$ cat config.mk
export PLATFORM = sky130hd
export DESIGN_NAME = pe_row_acc_flat
export DESIGN_NICKNAME = d
export VERILOG_FILES = /design/src/rtl/pe_row_acc_if.sv /design/src/rtl/pe_row_acc.sv /design/src/flat_wrapper.sv
export SDC_FILE = /design/constraint.sdc
export NUM_CORES = 1
export LEC_CHECK = 0
export ABC_AREA = 0
export BUFFER_PORTS_ARGS = -buffer_cell sky130_fd_sc_hd__buf_2
export CORE_ASPECT_RATIO = 0.9
export CORE_MARGIN = 1
export CORE_UTILIZATION = 52
export DETAILED_ROUTE_END_ITERATION = 12
export PLACE_DENSITY = 0.75
export RECOVER_POWER = 50
export SYNTH_ARGS = -nofsm -noshare
export SYNTH_HDL_FRONTEND = slang
export SYNTH_SLANG_ARGS = --single-unit
$ cat constraint.sdc
create_clock -name clk -period 4.4 [get_ports clk]
set_input_delay 0.22 -clock clk [delete_from_list [all_inputs] [get_ports clk]]
set_output_delay 0.22 -clock clk [all_outputs]
set_load 0.05 [all_outputs]
$ cat src/rtl/pe_row_acc_if.sv
// Bus bundle for pe_row_acc: weight load, data beats in, forwarded beats and frame results out.
interface pe_row_acc_if #(
  parameter int unsigned CH = 8,
  parameter int unsigned DW = 7,
  parameter int unsigned WW = 2,
  parameter int unsigned OW = 8
);
  logic             clr;
  logic             w_load;
  logic [CH*WW-1:0] w_bus;
  logic             in_valid;
  logic             in_last;
  logic [CH*DW-1:0] in_data;
  logic [CH*DW-1:0] fwd_data;
  logic             fwd_valid;
  logic [OW-1:0]    result;
  logic             out_valid;

  modport master (
    output clr, w_load, w_bus, in_valid, in_last, in_data,
    input  fwd_data, fwd_valid, result, out_valid
  );

  modport slave (
    input  clr, w_load, w_bus, in_valid, in_last, in_data,
    output fwd_data, fwd_valid, result, out_valid
  );
endinterface

$ cat src/rtl/pe_row_acc.sv
// One row of CH multiply PEs feeding a pipelined adder tree and a saturating frame accumulator.
// Beats are registered once (also the forward path), multiplied, reduced over log2(CH) levels, then accumulated.
module pe_row_acc #(
  parameter int unsigned CH       = 8,
  parameter int unsigned DW       = 7,
  parameter int unsigned WW       = 2,
  parameter int unsigned OW       = 8,
  parameter int unsigned MAX_TAPS = 16
) (
  input  logic          clk,
  input  logic          rst_n,
  pe_row_acc_if.slave   bus
);
  localparam int unsigned K    = $clog2(CH);
  localparam int unsigned PW   = DW + WW;
  localparam int unsigned TW   = PW + K;
  localparam int unsigned ACCW = TW + $clog2(MAX_TAPS);
  localparam int unsigned NS   = K + 2;

  localparam logic signed [ACCW-1:0] SAT_HI = {{(ACCW-OW+1){1'b0}}, {(OW-1){1'b1}}};
  localparam logic signed [ACCW-1:0] SAT_LO = {{(ACCW-OW+1){1'b1}}, {(OW-1){1'b0}}};

  logic [CH*WW-1:0]       w_q;
  logic [CH*WW-1:0]       wsnap_q;
  logic [CH*DW-1:0]       fwd_data_q;
  logic                   fwd_valid_q;
  logic [NS-1:0]          tv_q;
  logic [NS-1:0]          tl_q;
  logic signed [PW-1:0]   prod_q [CH];
  logic signed [TW-1:0]   tree_q [1:CH-1];
  logic signed [TW-1:0]   node   [1:2*CH-1];
  logic signed [ACCW-1:0] acc_q;
  logic signed [ACCW-1:0] acc_d;
  logic signed [ACCW-1:0] sum_c;
  logic [OW-1:0]          result_q;
  logic [OW-1:0]          result_d;
  logic                   out_valid_q;
  logic                   out_valid_d;

  // Input stage; wsnap_q keeps the weights in force when the beat was accepted.
  always_ff @(posedge clk or negedge rst_n) begin
    if (!rst_n) begin
      w_q         <= '0;
      wsnap_q     <= '0;
      fwd_data_q  <= '0;
      fwd_valid_q <= 1'b0;
      tv_q        <= '0;
      tl_q        <= '0;
    end else begin
      if (bus.w_load) w_q <= bus.w_bus;
      wsnap_q     <= w_q;
      fwd_data_q  <= bus.in_data;
      fwd_valid_q <= bus.in_valid;
      if (bus.clr) begin
        tv_q <= '0;
        tl_q <= '0;
      end else begin
        tv_q <= {tv_q[NS-2:0], bus.in_valid};
        tl_q <= {tl_q[NS-2:0], bus.in_valid & bus.in_last};
      end
    end
  end

  // Product stage.
  always_ff @(posedge clk or negedge rst_n) begin
    if (!rst_n) begin
      for (int i = 0; i < int'(CH); i++) prod_q[i] <= '0;
    end else begin
      for (int i = 0; i < int'(CH); i++)
        prod_q[i] <= PW'($signed(fwd_data_q[i*DW +: DW])) * PW'($signed(wsnap_q[i*WW +: WW]));
    end
  end

  // Heap-ordered tree: node n sums children 2n and 2n+1; leaves CH..2CH-1 are the products.
  always_comb begin
    for (int n = 1; n < int'(CH); n++) node[n] = tree_q[n];
    for (int i = 0; i < int'(CH); i++) node[int'(CH)+i] = TW'(prod_q[i]);
  end

  always_ff @(posedge clk or negedge rst_n) begin
    if (!rst_n) begin
      for (int n = 1; n < int'(CH); n++) tree_q[n] <= '0;
    end else begin
      for (int n = 1; n < int'(CH); n++) tree_q[n] <= node[2*n] + node[2*n+1];
    end
  end

  assign sum_c = acc_q + ACCW'(node[1]);

  // Accumulate / close frame with saturation; clr wins over a closing beat.
  always_comb begin
    acc_d       = acc_q;
    result_d    = result_q;
    out_valid_d = 1'b0;
    if (bus.clr) begin
      acc_d = '0;
    end else if (tv_q[NS-1]) begin
      if (tl_q[NS-1]) begin
        acc_d       = '0;
        out_valid_d = 1'b1;
        if (sum_c > SAT_HI)      result_d = SAT_HI[OW-1:0];
        else if (sum_c < SAT_LO) result_d = SAT_LO[OW-1:0];
        else                     result_d = sum_c[OW-1:0];
      end else begin
        acc_d = sum_c;
      end
    end
  end

  always_ff @(posedge clk or negedge rst_n) begin
    if (!rst_n) begin
      acc_q       <= '0;
      result_q    <= '0;
      out_valid_q <= 1'b0;
    end else begin
      acc_q       <= acc_d;
      result_q    <= result_d;
      out_valid_q <= out_valid_d;
    end
  end

  assign bus.fwd_data  = fwd_data_q;
  assign bus.fwd_valid = fwd_valid_q;
  assign bus.result    = result_q;
  assign bus.out_valid = out_valid_q;
endmodule

$ cat src/flat_wrapper.sv
// flat-port wrapper written by rule: the top's interface ports become plain ports
module pe_row_acc_flat 
#(
  parameter int unsigned CH       = 8,
  parameter int unsigned DW       = 7,
  parameter int unsigned WW       = 2,
  parameter int unsigned OW       = 8,
  parameter int unsigned MAX_TAPS = 16
)
  (clk, rst_n, bus_clr, bus_w_load, bus_w_bus, bus_in_valid, bus_in_last, bus_in_data, bus_fwd_data, bus_fwd_valid, bus_result, bus_out_valid);
  pe_row_acc_if #(.CH(CH), .DW(DW), .WW(WW), .OW(OW)) bus_i ();
  input  logic clk;
  input  logic rst_n;
  input wire logic [$bits(bus_i.clr)-1:0] bus_clr;
  input wire logic [$bits(bus_i.w_load)-1:0] bus_w_load;
  input wire logic [$bits(bus_i.w_bus)-1:0] bus_w_bus;
  input wire logic [$bits(bus_i.in_valid)-1:0] bus_in_valid;
  input wire logic [$bits(bus_i.in_last)-1:0] bus_in_last;
  input wire logic [$bits(bus_i.in_data)-1:0] bus_in_data;
  output wire logic [$bits(bus_i.fwd_data)-1:0] bus_fwd_data;
  output wire logic [$bits(bus_i.fwd_valid)-1:0] bus_fwd_valid;
  output wire logic [$bits(bus_i.result)-1:0] bus_result;
  output wire logic [$bits(bus_i.out_valid)-1:0] bus_out_valid;
  assign bus_i.clr = bus_clr;
  assign bus_i.w_load = bus_w_load;
  assign bus_i.w_bus = bus_w_bus;
  assign bus_i.in_valid = bus_in_valid;
  assign bus_i.in_last = bus_in_last;
  assign bus_i.in_data = bus_in_data;
  assign bus_fwd_data = bus_i.fwd_data;
  assign bus_fwd_valid = bus_i.fwd_valid;
  assign bus_result = bus_i.result;
  assign bus_out_valid = bus_i.out_valid;
  pe_row_acc #(.CH(CH), .DW(DW), .WW(WW), .OW(OW), .MAX_TAPS(MAX_TAPS)) u_core (.clk(clk), .rst_n(rst_n), .bus(bus_i));
endmodule
==> results of run 1 <==
-- cells by family after synthesis --
family          after synthesis  share of synthesized area
compound gates              225                      0.108
simple gates                275                      0.107
flops                       272                      0.492
xor+xnor                     91                     0.0577
fa+ha+maj                   194                      0.189
mux                          26                     0.0210
buf+inv                      95                     0.0260
-- state kept, by name, summed over array words and instances, names as in the netlist --
| register | flops |
|---|---|
| u_core.acc_q | 16 |
| u_core.bus.fwd_data | 56 |
| u_core.bus.fwd_valid | 1 |
| u_core.bus.out_valid | 1 |
| u_core.bus.result | 8 |
| u_core.node | 148 |
| u_core.tl_q | 5 |
| u_core.tv_q | 5 |
| u_core.w_q | 16 |
| u_core.wsnap_q | 16 |
-- per-stage QoR --
stage               power, mW  hold WS (ns)  setup slack (ns)  area [um^2]
global placement         6.76         0.303              1.10        15000
global route             10.0         0.230             0.724        16600
floorplan                6.05       -0.0756              1.31        13800
CTS                      9.42         0.222             0.966        16700
detailed placement       6.88         0.319             0.980        15000
finish                   9.33         0.230             0.963        16600
-- cell type report --
type / count / area [um^2]
Clock buffer: 41 / 841
Multi-Input combinational cell: 811 / 6660
Fill cell: 1975 / 9440
Clock inverter: 10 / 124
Inverter: 87 / 327
Timing Repair Buffer: 221 / 1430
Sequential cell: 272 / 6810
Tap cell: 348 / 435
-- worst max-delay path by stage --
stage / start / end / slack [ns]
CTS: u_core.acc_q[0] / u_core.bus.result[4] / 0.97
global placement: u_core.acc_q[0] / u_core.bus.result[6] / 1.10
global route: u_core.acc_q[0] / u_core.bus.result[4] / 0.72
finish: u_core.acc_q[0] / u_core.bus.result[2] / 0.96
floorplan: u_core.acc_q[0] / u_core.bus.result[0] / 1.31
detailed placement: u_core.acc_q[0] / u_core.bus.result[4] / 0.98
-- routing by layer --
layer | part of all wire | track usage
met1 | 0.46 | 0.259
met2 | 0.49 | 0.342
met3 | 0.033 | 0.0318
met4 | 0.024 | 0.0572
met5 | 0 | 0
-- report_power, final --
part	total, mW	leakage [nW]	internal (mW)	switching (mW)
registers	3.38	3.28	3.10	0.274
clock network	2.43	0.472	1.45	0.987
logic	3.53	4.32	1.57	1.96
-- cell usage in the layout (no fill, tap or decap), types with 12 or more instances in the layout --
cell type | Yosys | layout
nor2b_1 | 66 | 66
a22o_1 | 12 | 12
clkbuf_1 | 6 | 67
clkbuf_16 | 0 | 29
a21o_1 | 23 | 23
nand2_1 | 38 | 38
nand3_1 | 12 | 12
buf_2 | 2 | 79
xnor2_1 | 74 | 74
a21oi_1 | 75 | 75
xor2_1 | 17 | 17
ha_1 | 170 | 170
mux2_2 | 24 | 24
a21boi_0 | 13 | 13
and2_1 | 59 | 51
o21bai_1 | 21 | 21
dlygate4sd3_1 | 0 | 76
inv_1 | 87 | 87
dfrtp_1 | 272 | 272
fa_1 | 24 | 24
nor2_1 | 58 | 58
o21ai_0 | 39 | 39
-- critical path, cell delays in order, from the launching register on --
cell and delay (ns):
dfrtp_1 0.38, ha_1 0.25, fa_1 0.46, a211oi_2 0.28
o21ai_2 0.16, a2111oi_4 0.40, nor3b_1 0.12, or4b_4 0.56
o41ai_4 0.47, nand2_1 0.12, a21oi_1 0.17
==> results_dict.tcl, run 1 <==
set metrics [dict create \
    status "finished with violations" \
    violations "max-capacitance violations, max-slew violations" \
    clockRootBuffer "clkbuf_16" \
    vias_per_cell 5.08 \
    rr_startpoint "u_core.acc_q[0]" \
    crit_path_end_kind "register" \
    leakagePower_nw 8.08 \
    fmax_mhz 291 \
    drive_above_1_share 0.114 \
    final_hold_viol_count 0 \
    final_core_util 0.638 \
    cts.path.max_buffers 3 \
    required_ns 4.87 \
    min_period_ns 3.44 \
    dp.cells 1663 \
    yosysMostFrequentCell "dfrtp_1" \
    clock-sinks 272 \
    crit_fanout 7 \
    drt_wl_total_mm 25.9 \
    grt_overflow 0 \
    postCtsSetupRepairBufs 0 \
    cts_hold_buf 76 \
    worstSetupPathType "register to register" \
    synthToLayoutAreaGrowth_pct 20.2 \
    r2r_setup_slack_ns 0.96 \
    final_cells 1790 \
    power_density_nw_per_um2 562 \
    cts_tree "yes" \
    start_util 0.530 \
    critPathArrivalTime_ns 3.91 \
    slew_violations 104 \
    hold_path.class "input port to register" \
    gp_congestion 0.860 \
    synth_flop_cell "dfrtp_1" \
    setup-violations-final 0 \
    rows 56 \
    drt-wirelength-per-cell_um 14.5 \
    grtUsageTotal 0.198 \
    fin_nets 1694 \
    dr.first_iter.drc_count 360 \
    yosysTopAreaCell "dfrtp_1" \
    peakVddDrop_uv 340 \
    yosys-top-cells-count "dfrtp_1, ha_1, inv_1" \
    avgSynthCellArea_um2 11.7 \
    design.core.area_um2 26100 \
    maxCapViolations 1 \
    grt_pass1_wl_mm 44.3 \
    htree_levels 1 \
    clk_latency_ns 0.56 \
    synthDistinctLibCells 58 \
    synth_edf_count 0 \
    ys_warn_count 0 \
    r2r_end "u_core.bus.result[2]" \
    antenna_found_initial 0 \
    chipHeight_um 157 \
    syn-num-nets 1450 \
    cts_buffers 29 \
    rsz0062_at_grt "no" \
    clkTransAtPathRegs_ns 0.06 \
    port-buffer-count 143 \
    rr_worst_depth 10 \
    fin_crit_sh 0.781 \
    n_antenna_cell 0 \
    worstHoldEndpoint "u_core.w_q[2]" \
    yosysTopAreaCellShare 0.492 \
    dp_hpwl_mm 17.4 \
    syn_area_um2 13800 \
    grt_pass1_vias 9433 \
    drc 0 \
    tightest_slew_ns 2.55 \
    yosysSeqAreaShare 0.492 \
    worst_clock_skew_ns 0.0177 \
    vias 9087 \
    synth_seq_cells 272 \
    ioPinCount 144 \
    die-area_um2 27200 \
    hold_depth 2 \
    async_flop_share 1.00 \
    hold_start "bus_w_load" \
    die_w_um 174 \
    first_pass_iters 4 \
    grt_start_max_net_pins 117 \
    synthCells 1178 \
    tns_ns 0 \
    cts_resized 0 \
    ant_nets 0 \
    worstSetupStartpointType "register" \
    synth_area_leaders "dfrtp_1, ha_1, xnor2_1, fa_1, nor2b_1" \
    slew_headroom -0.701 \
]
Note: power is estimated with default switching activity, not from simulation.
==> run 2: changes to the inputs <==
--- a/config.mk
+++ b/config.mk
@@ -5,7 +5,7 @@
 export SDC_FILE = /design/constraint.sdc
 export NUM_CORES = 1
 export LEC_CHECK = 0
-export ABC_AREA = 0
+export ABC_AREA = 1
 export BUFFER_PORTS_ARGS = -buffer_cell sky130_fd_sc_hd__buf_2
 export CORE_ASPECT_RATIO = 0.9
 export CORE_MARGIN = 1
==> constraint.sdc (replaced) <==
create_clock -name clk -period 3.24 [get_ports clk]
set_input_delay 0.162 -clock clk [delete_from_list [all_inputs] [get_ports clk]]
set_output_delay 0.162 -clock clk [all_outputs]
set_load 0.05 [all_outputs]
==> run 2 against run 1 <==
Net effect:
- the run still ends with max-capacitance violations, max-slew violations left
- non-clock buffer count rose by 4
- critical path type unchanged
- maximum frequency rose by 31%
- power rose by 35%
- sequential share of layout area fell by 0.59 points
- via count rose by 5.0%
- synthesized cell count rose by 16%
- register-to-register slack got worse by 0.34 ns
- sequential cell count did not move
- worst setup slack got worse by 0.34 ns
- final cell count rose by 11%
==> results_dict.tcl, run 2 <==
set metrics [dict create \
    tightest_slew_ns 2.35 \
    clkTransAtPathRegs_ns 0.06 \
    grt_start_max_net_pins 94 \
    fin_nets 1886 \
    slew_headroom -0.566 \
    chipHeight_um 157 \
    ys_warn_count 0 \
    synth_xor_area_frac 0.0632 \
    avgSynthCellArea_um2 10.2 \
    clockRootBuffer "clkbuf_16" \
    rsz0062_at_grt "no" \
    final_cells 1986 \
    yosysMostFrequentCell "dfrtp_1" \
    peakVddDrop_uv 471 \
    grt_pass1_vias 9919 \
    finalInstanceArea_um2 16900 \
    worst_clock_skew_ns 0.0135 \
    critPathBufInv 1 \
    violations "max-capacitance violations, max-slew violations" \
    synth_area_leaders "dfrtp_1, ha_1, nand2_1, inv_1, xor2_1" \
    multi_input_area_um2 6240 \
    clk_latency_ns 0.57 \
    drt_wl_total_mm 26.2 \
    yosysSeqAreaShare 0.491 \
    gp_congestion 0.873 \
    finalPower_mw 12.6 \
    grt_pass1_wl_mm 45.1 \
    largest_register_ffs 148 \
    die-area_um2 27300 \
    port-buffer-count 143 \
    synth_mux_area_frac 0.0144 \
    critPathArrivalTime_ns 3.10 \
    synthAdderAreaFrac 0.188 \
    synth_seq_cells 272 \
    final_cell_mix "dfrtp_1, nand2_1, inv_1" \
    vias 9543 \
    synthToLayoutAreaGrowth_pct 21.6 \
    tns_ns 0 \
    drive_above_1_share 0.143 \
    final_hold_viol_count 0 \
    synth_flop_cell "dfrtp_1" \
    cts_tree "yes" \
    synth_top_family_by_area "adder cells" \
    rows 56 \
    antenna_found_initial 0 \
    nFillCells 1959 \
    ant_nets 0 \
    worstSetupStartpointType "register" \
    die_w_um 174 \
    dp_hpwl_mm 18.2 \
    design.core.area_um2 26100 \
    cp_common_cell "nor2_1" \
    worstSetupPathType "register to register" \
    postCtsSetupRepairBufs 0 \
    hold_path.class "input port to register" \
    postPlaceCellArea_um2 15100 \
    yosys-top-cells-count "dfrtp_1, nand2_1, inv_1" \
    cts.path.max_buffers 3 \
    synthDistinctLibCells 35 \
    maxCapViolations 1 \
    final-seq-area_um2 6810 \
    crit_fanout 7 \
    cts_resized 0 \
    slowest_stage "dfrtp_1" \
    leakagePower_nw 9.19 \
    synth_edf_count 0 \
    crit_chain "inv_1, nor2_1, fa_1, ha_1, fa_1, a21oi_1, nor2_1, nor2_1, o21ai_0, a21oi_1, xnor2_1" \
    required_ns 3.72 \
    critical_path.top_delay_family "adder cells" \
    yosysTopAreaCell "dfrtp_1" \
    first_pass_iters 4 \
    status "finished with violations" \
    syn_area_um2 13900 \
    async_flop_share 1.00 \
    min_period_ns 2.62 \
    fin_crit_sh 0.807 \
    yosysTopAreaCellShare 0.491 \
    final_core_util 0.645 \
    crit_path_end_kind "register" \
    setup-violations-final 0 \
    dp.cells 1853 \
    vias_per_cell 4.81 \
    start_util 0.531 \
    slew_violations 92 \
    dr.first_iter.drc_count 365 \
    fmax_mhz 382 \
    drt-wirelength-per-cell_um 13.2 \
    yosys.area_share.simple 0.116 \
    synth_compound_area_frac 0.0682 \
    clock-sinks 272 \
    ioPinCount 144 \
    htree_levels 1 \
    final_common_cell "dfrtp_1" \
    grtUsageTotal 0.201 \
    n_antenna_cell 0 \
    drc 0 \
    max_stage_delay_ns 0.41 \
    power_density_nw_per_um2 750 \
    cts_buffers 30 \
    synthCells 1362 \
    syn-num-nets 1634 \
    grt_overflow 0 \
]
-- run 2: cell types whose count changed after synthesis, sizes merged, moves of 47 or more --
cell	change
nand2	+188
xor2	+56
and2	-54
nor2	+51
nor2b	-66
inv	+125
xnor2	-47
-- run 2: report_power, final --
group,switching [mW],internal (mW)
clock network,1.41,2.06
logic,2.71,1.87
registers,0.381,4.22
-- run 2: worst paths after layout --
check	start	end	slack (ns)	cells past startpoint
max	u_core.wsnap_q[13]	u_core.node[20]	0.62	11
min	bus_w_load	u_core.w_q[6]	0.17	2
max reg2reg	u_core.wsnap_q[13]	u_core.node[20]	0.62	11
min reg2reg	u_core.w_q[8]	u_core.wsnap_q[8]	0.37	0
max in group asynchronous	rst_n	u_core.node[164]	0.78	3
min in group asynchronous	rst_n	u_core.bus.out_valid	0.85	2
-- run 2: per-stage QoR --
step           hold WS, ns  setup slack, ns
5_1_grt              0.172            0.231
4_1_cts              0.157            0.660
3_5_place_dp         0.239            0.710
2_1_floorplan       -0.134            0.728
6_report             0.172            0.624
3_3_place_gp         0.236            0.817
-- run 2: final cells by class --
| type | count | area share |
|---|---|---|
| clock inverter | 15 | 0.00994 |
| tap | 348 | 0.0258 |
| inverter | 212 | 0.0472 |
| timing repair buffer | 225 | 0.0915 |
| clock buffer | 41 | 0.0517 |
| multi-input combinational | 873 | 0.370 |
| sequential | 272 | 0.404 |
-- run 2: kinds of logic after synthesis --
family	after synthesis
muxes	18
AOI/OAI and AO/OA	168
and+or+nand+nor	393
buffers and inverters	217
DFF	272
adders and majority gates	194
xor gates and xnor gates	100
-- run 2: repair_timing --
| item | CTS | global route |
|---|---|---|
| hold buffers | 77 | 0 |
| endpoints found under the hold margin | 172 | 0 |
| setup endpoints to repair | 0 | 0 |
-- run 2: metal layers --
metal	share of wire	vias to the layer above	GRT usage
met1	0.46	4460	0.261
li1	-	4885	-
met5	0	-	0
met2	0.49	152	0.352
met3	0.031	46	0.0283
met4	0.024	0	0.0585
-- run 2: worst reg2reg max path, delay by kind of cell, from the launching register on --
kind	cells	cell delay, ns
simple gates	3	0.30
fa+ha+maj	3	1.05
compound gates	3	0.45
xor+xnor	1	0.14
buf+inv	1	0.19
flops	1	0.41
